[src/rtl/mult_pkg.sv]
// Shared types, default sizes and packing/saturation helpers for the sequential
// matrix multiplier and its testbench.
package mult_pkg;

  typedef enum logic [1:0] {IDLE, CALC, DONE} state_t;

  localparam int DEF_N  = 5;
  localparam int DEF_W  = 8;
  localparam int DEF_AW = 2 * DEF_W + $clog2(DEF_N);

  // Bit offset of element (r,c) in a row-major bus; element (0,0) sits at the MSB end.
  function automatic int idx_nw(input int r, input int c, input int nn, input int ww);
    return (nn * nn - 1 - (r * nn + c)) * ww;
  endfunction

  function automatic int idx(input int r, input int c);
    return idx_nw(r, c, DEF_N, DEF_W);
  endfunction

  function automatic longint smax(input int w);
    return (longint'(1) << (w - 1)) - 1;
  endfunction

  function automatic longint smin(input int w);
    return -(longint'(1) << (w - 1));
  endfunction

endpackage

[src/rtl/mac_sat.sv]
// Signed multiply-accumulate register with clear/load, followed by a
// combinational saturate-or-wrap stage and an out-of-range flag.
module mac_sat
  import mult_pkg::*;
#(
  parameter int W  = DEF_W,
  parameter int AW = DEF_AW
) (
  input  logic         clk,
  input  logic         rst,
  input  logic         clr,
  input  logic         en,
  input  logic         load,
  input  logic [W-1:0] a,
  input  logic [W-1:0] b,
  input  logic         sat_en,
  output logic [W-1:0] result,
  output logic         ovf_det
);

  localparam logic signed [AW-1:0] MAX_A = AW'(smax(W));
  localparam logic signed [AW-1:0] MIN_A = AW'(smin(W));

  logic signed [2*W-1:0] prod;
  logic signed [AW-1:0]  prod_ext;
  logic signed [AW-1:0]  acc_reg;
  logic                  above;
  logic                  below;

  assign prod     = $signed(a) * $signed(b);
  assign prod_ext = AW'(prod);

  // load starts a new dot product without a separate clear cycle
  always_ff @(posedge clk or negedge rst) begin
    if (!rst) begin
      acc_reg <= '0;
    end else if (clr) begin
      acc_reg <= '0;
    end else if (en) begin
      acc_reg <= load ? prod_ext : acc_reg + prod_ext;
    end
  end

  assign above   = acc_reg > MAX_A;
  assign below   = acc_reg < MIN_A;
  assign ovf_det = above | below;

  always_comb begin
    result = acc_reg[W-1:0];
    if (sat_en && above) result = MAX_A[W-1:0];
    if (sat_en && below) result = MIN_A[W-1:0];
  end

endmodule

[src/rtl/mult_m_seq.sv]
// Sequential signed matrix multiplier: one MAC per clock over a run-time
// selectable n x n sub-matrix, with start/busy/done handshake and sticky overflow.
module mult_m_seq
  import mult_pkg::*;
#(
  parameter int N  = DEF_N,
  parameter int W  = DEF_W,
  parameter int SW = $clog2(N + 1)
) (
  input  logic             clk,
  input  logic             rst,
  input  logic             start,
  input  logic [SW-1:0]    size,
  input  logic             sat_en,
  input  logic [N*N*W-1:0] lin,
  input  logic [N*N*W-1:0] col,
  output logic [N*N*W-1:0] n_out,
  output logic             busy,
  output logic             done,
  output logic             ovf
);

  localparam int AW = 2 * W + $clog2(N);

  state_t             state_reg, state_next;
  logic [N*N*W-1:0]   a_reg, b_reg, n_out_reg;
  logic [SW-1:0]      n_reg, i_reg, j_reg, k_reg, wr_i_reg, wr_j_reg, n_clamp;
  logic               sat_reg, wr_pend_reg, ovf_reg, busy_reg, done_reg;
  logic               accept, calc, last_k, last_j, last_i;
  logic [W-1:0]       a_elem, b_elem, res;
  logic               res_ovf;

  assign n_clamp = (size == '0 || size > SW'(N)) ? SW'(N) : size;
  assign accept  = (state_reg == IDLE) && start;
  assign calc    = (state_reg == CALC);
  assign last_k  = (k_reg == n_reg - SW'(1));
  assign last_j  = (j_reg == n_reg - SW'(1));
  assign last_i  = (i_reg == n_reg - SW'(1));

  assign a_elem = a_reg[idx_nw(int'(i_reg), int'(k_reg), N, W) +: W];
  assign b_elem = b_reg[idx_nw(int'(k_reg), int'(j_reg), N, W) +: W];

  mac_sat #(.W(W), .AW(AW)) u_mac (
    .clk     (clk),
    .rst     (rst),
    .clr     (accept),
    .en      (calc),
    .load    (k_reg == '0),
    .a       (a_elem),
    .b       (b_elem),
    .sat_en  (sat_reg),
    .result  (res),
    .ovf_det (res_ovf)
  );

  always_ff @(posedge clk or negedge rst) begin
    if (!rst) state_reg <= IDLE;
    else      state_reg <= state_next;
  end

  always_comb begin
    state_next = state_reg;
    case (state_reg)
      IDLE:    if (start) state_next = CALC;
      CALC:    if (last_k && last_j && last_i) state_next = DONE;
      DONE:    state_next = IDLE;
      default: state_next = IDLE;
    endcase
  end

  // Element writeback trails its last MAC by one cycle, so the final write
  // lands on the edge that leaves DONE, together with the registered done pulse.
  always_ff @(posedge clk or negedge rst) begin
    if (!rst) begin
      a_reg       <= '0;
      b_reg       <= '0;
      n_reg       <= '0;
      sat_reg     <= 1'b0;
      i_reg       <= '0;
      j_reg       <= '0;
      k_reg       <= '0;
      wr_i_reg    <= '0;
      wr_j_reg    <= '0;
      wr_pend_reg <= 1'b0;
      n_out_reg   <= '0;
      ovf_reg     <= 1'b0;
      busy_reg    <= 1'b0;
      done_reg    <= 1'b0;
    end else begin
      done_reg <= (state_reg == DONE);
      if (accept) begin
        a_reg       <= lin;
        b_reg       <= col;
        n_reg       <= n_clamp;
        sat_reg     <= sat_en;
        i_reg       <= '0;
        j_reg       <= '0;
        k_reg       <= '0;
        wr_pend_reg <= 1'b0;
        n_out_reg   <= '0;
        ovf_reg     <= 1'b0;
        busy_reg    <= 1'b1;
      end else begin
        wr_pend_reg <= calc && last_k;
        if (calc) begin
          k_reg    <= last_k ? '0 : k_reg + SW'(1);
          wr_i_reg <= i_reg;
          wr_j_reg <= j_reg;
          if (last_k) j_reg <= last_j ? '0 : j_reg + SW'(1);
          if (last_k && last_j) i_reg <= last_i ? '0 : i_reg + SW'(1);
        end
        if (wr_pend_reg) begin
          n_out_reg[idx_nw(int'(wr_i_reg), int'(wr_j_reg), N, W) +: W] <= res;
          ovf_reg <= ovf_reg | res_ovf;
        end
        if (state_reg == DONE) busy_reg <= 1'b0;
      end
    end
  end

  assign n_out = n_out_reg;
  assign busy  = busy_reg;
  assign done  = done_reg;
  assign ovf   = ovf_reg;

endmodule

[config.mk]
export PLATFORM = sky130hd
export DESIGN_NAME = mult_m_seq
export DESIGN_NICKNAME = d
export VERILOG_FILES = /design/src/rtl/mult_pkg.sv /design/src/rtl/mac_sat.sv /design/src/rtl/mult_m_seq.sv
export SDC_FILE = /design/constraint.sdc
export NUM_CORES = 2
export LEC_CHECK = 0
export ABC_AREA = 1
export BUFFER_PORTS_ARGS = -buffer_cell sky130_fd_sc_hd__buf_2
export CELL_PAD_IN_SITES_DETAIL_PLACEMENT = 0
export CELL_PAD_IN_SITES_GLOBAL_PLACEMENT = 1
export CORE_MARGIN = 5
export CORE_UTILIZATION = 46
export CTS_BUF_LIST = sky130_fd_sc_hd__clkbuf_8
export CTS_CLUSTER_SIZE = 28
export DETAILED_ROUTE_END_ITERATION = 7
export HOLD_SLACK_MARGIN = 0.03
export PLACE_DENSITY = 0.95
export SLEW_MARGIN = 20
export SYNTH_ARGS = -nofsm -noshare
export SYNTH_HDL_FRONTEND = slang
export SYNTH_SLANG_ARGS = --single-unit
[constraint.sdc]
create_clock -name clk -period 20.8 [get_ports clk]
set_clock_uncertainty 0.05 [all_clocks]
set_input_delay 1.04 -clock clk [delete_from_list [all_inputs] [get_ports clk]]
set_output_delay 1.04 -clock clk [all_outputs]
set_load 0.05 [all_outputs]
* After elaboration in Yosys (flattened, before gate mapping) *
Index checks and enable logic that the tools add are counted.

operators by class
  add/subtract/negate cells = 12
  $mul = 4
  $lt $le $gt $ge = 3
  eq/ne operators = 7
  shift-type cells = 4
  mux-type cells = 28
  bitwise gates (word level) = 3
  reductions and logical operators = 19

operator list
  operator                    count
  $mux W200                   2
  $shiftx A200 B11 Y8         2
  $bwmux W200                 1
  $shift A8 B33 Y200 const A  1
  $shiftx A8 B33 Y200         1
  $mux W19                    3
  $mux W3                     12
  $neg A11 Y33                1
  $sub A5 B7 Y8 const A       3
  $add A6 B3 Y7               3
  $add A19 B16 Y19            1
  $gt A19 B8 Y1 const B       1
  $lt A19 B8 Y1 const B       1
  $mul A3 B3 Y6 const B       3
  $mul A8 B8 Y16              1
  $mux W8                     2
  $reduce_bool A2 Y1          5
  $add A3 B1 Y3 const B       3
  $eq A3 B3 Y1                3
  $reduce_and A2 Y1           4
  $logic_and A1 B1 Y1         6
  $logic_not A3 Y1            2
  $mux W1                     5
  $mux W2                     2
  other kinds (11)            12

storage, ports and cells
  flip-flop bits (word level) = 644
  input bits = 407
  output and inout bits = 203
  word-level logic and storage cells = 96

* Depth between registers and ports, before layout *
  depth after elaboration = 9
  depth in mapped cells = 47

* Modules after synthesis *
Synthesis repeated with hierarchy kept, for this count alone.

unflattened totals
  cells, all modules = 4537
  area total of the unflattened synthesis = 34760.8 um^2

modules (own cells, without submodules)
  module      instances  cells each  area an instance (um^2)  sequential area each (um^2)
  mult_m_seq  1          3796        29802.3                  15640.0
  mac_sat     1          741         4958.5                   475.5

* Least setup slack after synthesis *
No wires, ideal clock.

  path type = reg-to-reg
  start = reg j_reg[2]
  end = reg u_mac.acc_reg[18]
  data arrival time = 7.937 ns
  path slack = 12.695 ns
  cell stages (with the launch flop) = 37
  buffers on the path = 0
  clock period less this slack = 8.105 ns
  path through = dfrtp_1 > ha_1 > inv_1 > fa_1 > ha_1 > inv_1 > fa_1 > fa_1 > nor3_1 > nand3_1 > or2_1 > fa_1 > fa_1 > inv_1 > fa_1 > inv_1 > fa_1 > inv_1 > ha_1 > inv_1 > nor3_1 > nand2_1 > a21oi_1 > or2_2 > xor2_1 > inv_1 > ha_1 > nand2_1 > inv_1 > nand2_1 > nor3_1 > nand3_1 > nand4_1 > nand3_1 > nand2b_1 > nand3_1 > nand2_1

on the way
  longest elaborated chain between the ends = 8

RTL lines
  item                     line               RTL
  from (decl)              mult_m_seq.sv:27   logic [SW-1:0] n_reg, i_reg, j_reg, k_reg, wr_i_reg, wr_j_reg, n_clamp;
  from (signal assigned)   mult_m_seq.sv:109  if (last_k) j_reg <= last_j ? '0 : j_reg + SW'(1);
  $add A6 B3 Y7 (*)        mult_pkg.sv:13     return (nn * nn - 1 - (r * nn + c)) * ww;
  $sub A5 B7 Y8 (*)        mult_pkg.sv:13
  $shiftx A200 B11 Y8 (*)  mult_m_seq.sv:41   assign b_elem = b_reg[idx_nw(int'(k_reg), int'(j_reg), N, W) +: W];
  $mul A8 B8 Y16 (*)       mac_sat.sv:30      assign prod = $signed(a) * $signed(b);
  $add A19 B16 Y19         mac_sat.sv:40      acc_reg <= load ? prod_ext : acc_reg + prod_ext;
  $mux W19 (*)             mac_sat.sv:40
  $mux W19 (*)             mac_sat.sv:39      end else if (en) begin
  $mux W19 (*)             mac_sat.sv:37      end else if (clr) begin
  to (signal assigned)     mac_sat.sv:40
  to (decl)                mac_sat.sv:26      logic signed [AW-1:0] acc_reg;

Mark *: on every way between the ends. The rest lies on a longest branch, timed or not. The select of a mux whose other input is x is not followed.
A chain may end at the register's enable or synchronous reset.

* Worst setup path after layout *
Same ends and word-level chain as after synthesis.

==> results_dict.tcl <==
set metrics [dict create \
    ys_types 47 \
    async_reset_ff_share_pct 100 \
    via_count 32100 \
    detailed_place_hpwl_mm 81.9 \
    fin_total_pwr_mw 3.01 \
    fin_setup_tns_ns 0 \
    dominantRegCellSynth "dfrtp_1" \
    startpoint_type "register" \
    placementRows 100 \
    antenna_found_initial 9 \
    yosysMostFrequentCell "nand2_1" \
    maxSlewViolCount 0 \
    rsz0062_at_grt "false" \
    ys_warn_count 0 \
    routed_wl_mm 114 \
    cts_made_buffers 110 \
    yosys_register_bits 644 \
    vias_per_cell 5.30 \
    synthCells 4455 \
    r2r_end "u_mac.acc_reg[18]$_DFFE_PN0P_" \
    finalSetupViolCount 0 \
    maxSlewHeadroom_pct 24.8 \
    grt_max_degree 199 \
    vdd_drop_max_v 0.0000558 \
    grt.total_usage_pct 27.8 \
    grt_pass1_wl_mm 176 \
    grt_pass1_vias 31500 \
    outcome "finished, final reports clean" \
    portBuffers 609 \
    io_pins 610 \
    slowest_stage "fa_1" \
    htreeDepth 3 \
    worst_ep_arrival_time_ns 9.85 \
    yosysTopAreaCellShare_pct 47.1 \
    worstReg2RegStart "j_reg[2]$_DFFE_PN0P_" \
    crit_fanout 18 \
    die_h_um 283 \
    cp-endpoint "u_mac.acc_reg[18]$_DFFE_PN0P_" \
    post-route-period-util_pct 44.9 \
    cts_resized 0 \
    yosysTopAreaCell "dfrtp_1" \
    crit_path_end_kind "register" \
    overflow 0 \
    cts-root-buf "clkbuf_8" \
    synth_area_um2 34200 \
    startpoint "j_reg[2]$_DFFE_PN0P_" \
    synth_edf_count 0 \
    fin_crit_ns 9.34 \
    fin_nets 5550 \
    p_leak_nw 22.4 \
    dr.pass1.iters 5 \
    synth_area_leaders "dfrtp_1 (47%), nand2_1 (20%), nand3_1 (4.7%)" \
    layout-drive-gt1-share_pct 17.9 \
    synth_common_cells "nand2_1 (1,824), dfrtp_1 (644), nor2_1 (388)" \
    crit_path_frequent_cell "inv_1" \
    gp_congestion 0.919 \
    cts_tree "done" \
    fmax_mhz 107 \
    wire_per_inst_um 18.8 \
    hold_viol_final 0 \
    syn_nets 5014 \
    clk_pin_slew_ns 0.07 \
    maxCapViolations 0 \
    critPathKind "register to register" \
    drtIter0Drc 2717 \
    cts_hold_buf 0 \
    slowest_delay_ns 0.81 \
    cp.required_ns 21.31 \
    worst-slew-pin-transition_ns 1.13 \
    initial_core_util_pct 46.2 \
    cts.sinks 644 \
    syn_to_final_growth_pct 18.1 \
    yosysSeqAreaShare_pct 47.1 \
    power_density_nw_per_um2 74.6 \
    die_area_um2 79900 \
    avgSynthCellArea_um2 7.67 \
    hp-class "input port to asynchronous set/reset pin" \
    die_w_um 283 \
    cts_setup_buffers 0 \
    r2r_cells 39 \
    clockBufferDepth 3 \
    core-area_um2 74100 \
    insertion_delay_ns 0.74 \
    reg2reg_slack_ns 11.46 \
    drc_errors 0 \
    ant_nets 0 \
]
where the power goes:
| part | total (mW) | switching (mW) | internal (mW) | leakage [nW] |
|---|---|---|---|---|
| sequential | 1.32 | 0.0221 | 1.30 | 8.54 |
| clock | 1.26 | 0.556 | 0.701 | 1.35 |
| combinational | 0.436 | 0.290 | 0.146 | 12.5 |
| total | 3.01 | 0.868 | 2.14 | 22.4 |
metrics by stage:
stage	worst slack [ns]	std cells	hold WS (ns)	area [um2]	utilization (%)
2_1_floorplan	12.70	4455	0.383	34200	-
3_3_place_gp	11.48	5848	0.402	37900	51.2
3_5_place_dp	11.45	5848	0.408	37900	51.2
4_1_cts	11.41	6051	0.284	40400	54.5
5_1_grt	10.71	6053	0.341	40400	54.5
6_report	11.46	6060	0.316	40400	54.5
worst max-delay path, delay by kind of cell (launching register included):
family | cells | cell delay [ns]
AO/OA/AOI/OAI | 6 | 0.93
XOR/XNOR | 1 | 0.19
adder cells (fa/ha/maj) | 10 | 4.55
buffers and inverters | 8 | 0.57
flip-flops | 1 | 0.42
AND/OR/NAND/NOR | 14 | 2.44
layer usage:
| layer | vias to the layer above | track usage, % | part of all wire, % |
|---|---|---|---|
| met2 | 1246 | 45.8 | 48 |
| met3 | 259 | 4.70 | 6.5 |
| met4 | 2 | 10.9 | 4.0 |
| met5 | - | 0 | 0.018 |
| li1 | 15400 | - | - |
| met1 | 15300 | 36.9 | 41 |
kinds of logic (layout without fill, tap and decap cells):
group	after synthesis	in the layout	share of synthesized area (%)
compound gates	438	438	7.38
fa+ha+maj	152	152	7.01
xor+xnor	23	23	0.644
buf+inv	473	1100	5.31
simple gates	2725	2725	32.5
flops	644	644	47.1
other cells	0	9	0
layout make-up:
class	instances	area [um2]
fillers	7173	33700
multi-input cells	3338	16300
flip-flops and latches	644	16100
repair buffers	641	3310
clock buffers	144	1980
well taps	969	1210
inverters	256	970
clock inverters	59	480
diodes	9	22.5
placed cells by master, fill, tap and decap left out, types with 7 or more instances in the layout:
cell and instances:
buf_4 30, nand2_2 10, o21ai_0 267, a211oi_1 10, clkbuf_8 144, nand4_1 30
clkinv_2 20, dfrtp_1 644, inv_2 19, nand3_1 319, nor3_1 81, buf_2 608
inv_1 254, xnor2_1 7, o22ai_1 18, o211ai_1 16, xor2_1 15, nand3b_1 12
nor2_2 26, o221ai_1 46, nor3_2 8, ha_1 84, diode_2 9, fa_1 66
a21oi_1 54, nor2_1 388, o31ai_1 8, nand2_1 1823
how the worst min path moves through the flow:
stage	from	end	slack, ns
2_1_floorplan	state_reg[0]$_DFFE_PN0P_	done$_DFF_PN0_	0.38
3_3_place_gp	n_out[114]$_DFFE_PN0P_	n_out[114]$_DFFE_PN0P_	0.40
3_5_place_dp	n_out[80]$_DFFE_PN0P_	n_out[80]$_DFFE_PN0P_	0.41
4_1_cts	rst	b_reg[34]$_DFFE_PN0P_	0.28
5_1_grt	rst	b_reg[34]$_DFFE_PN0P_	0.34
6_report	rst	b_reg[34]$_DFFE_PN0P_	0.32
No activity file was read; power rests on OpenSTA's default activity.
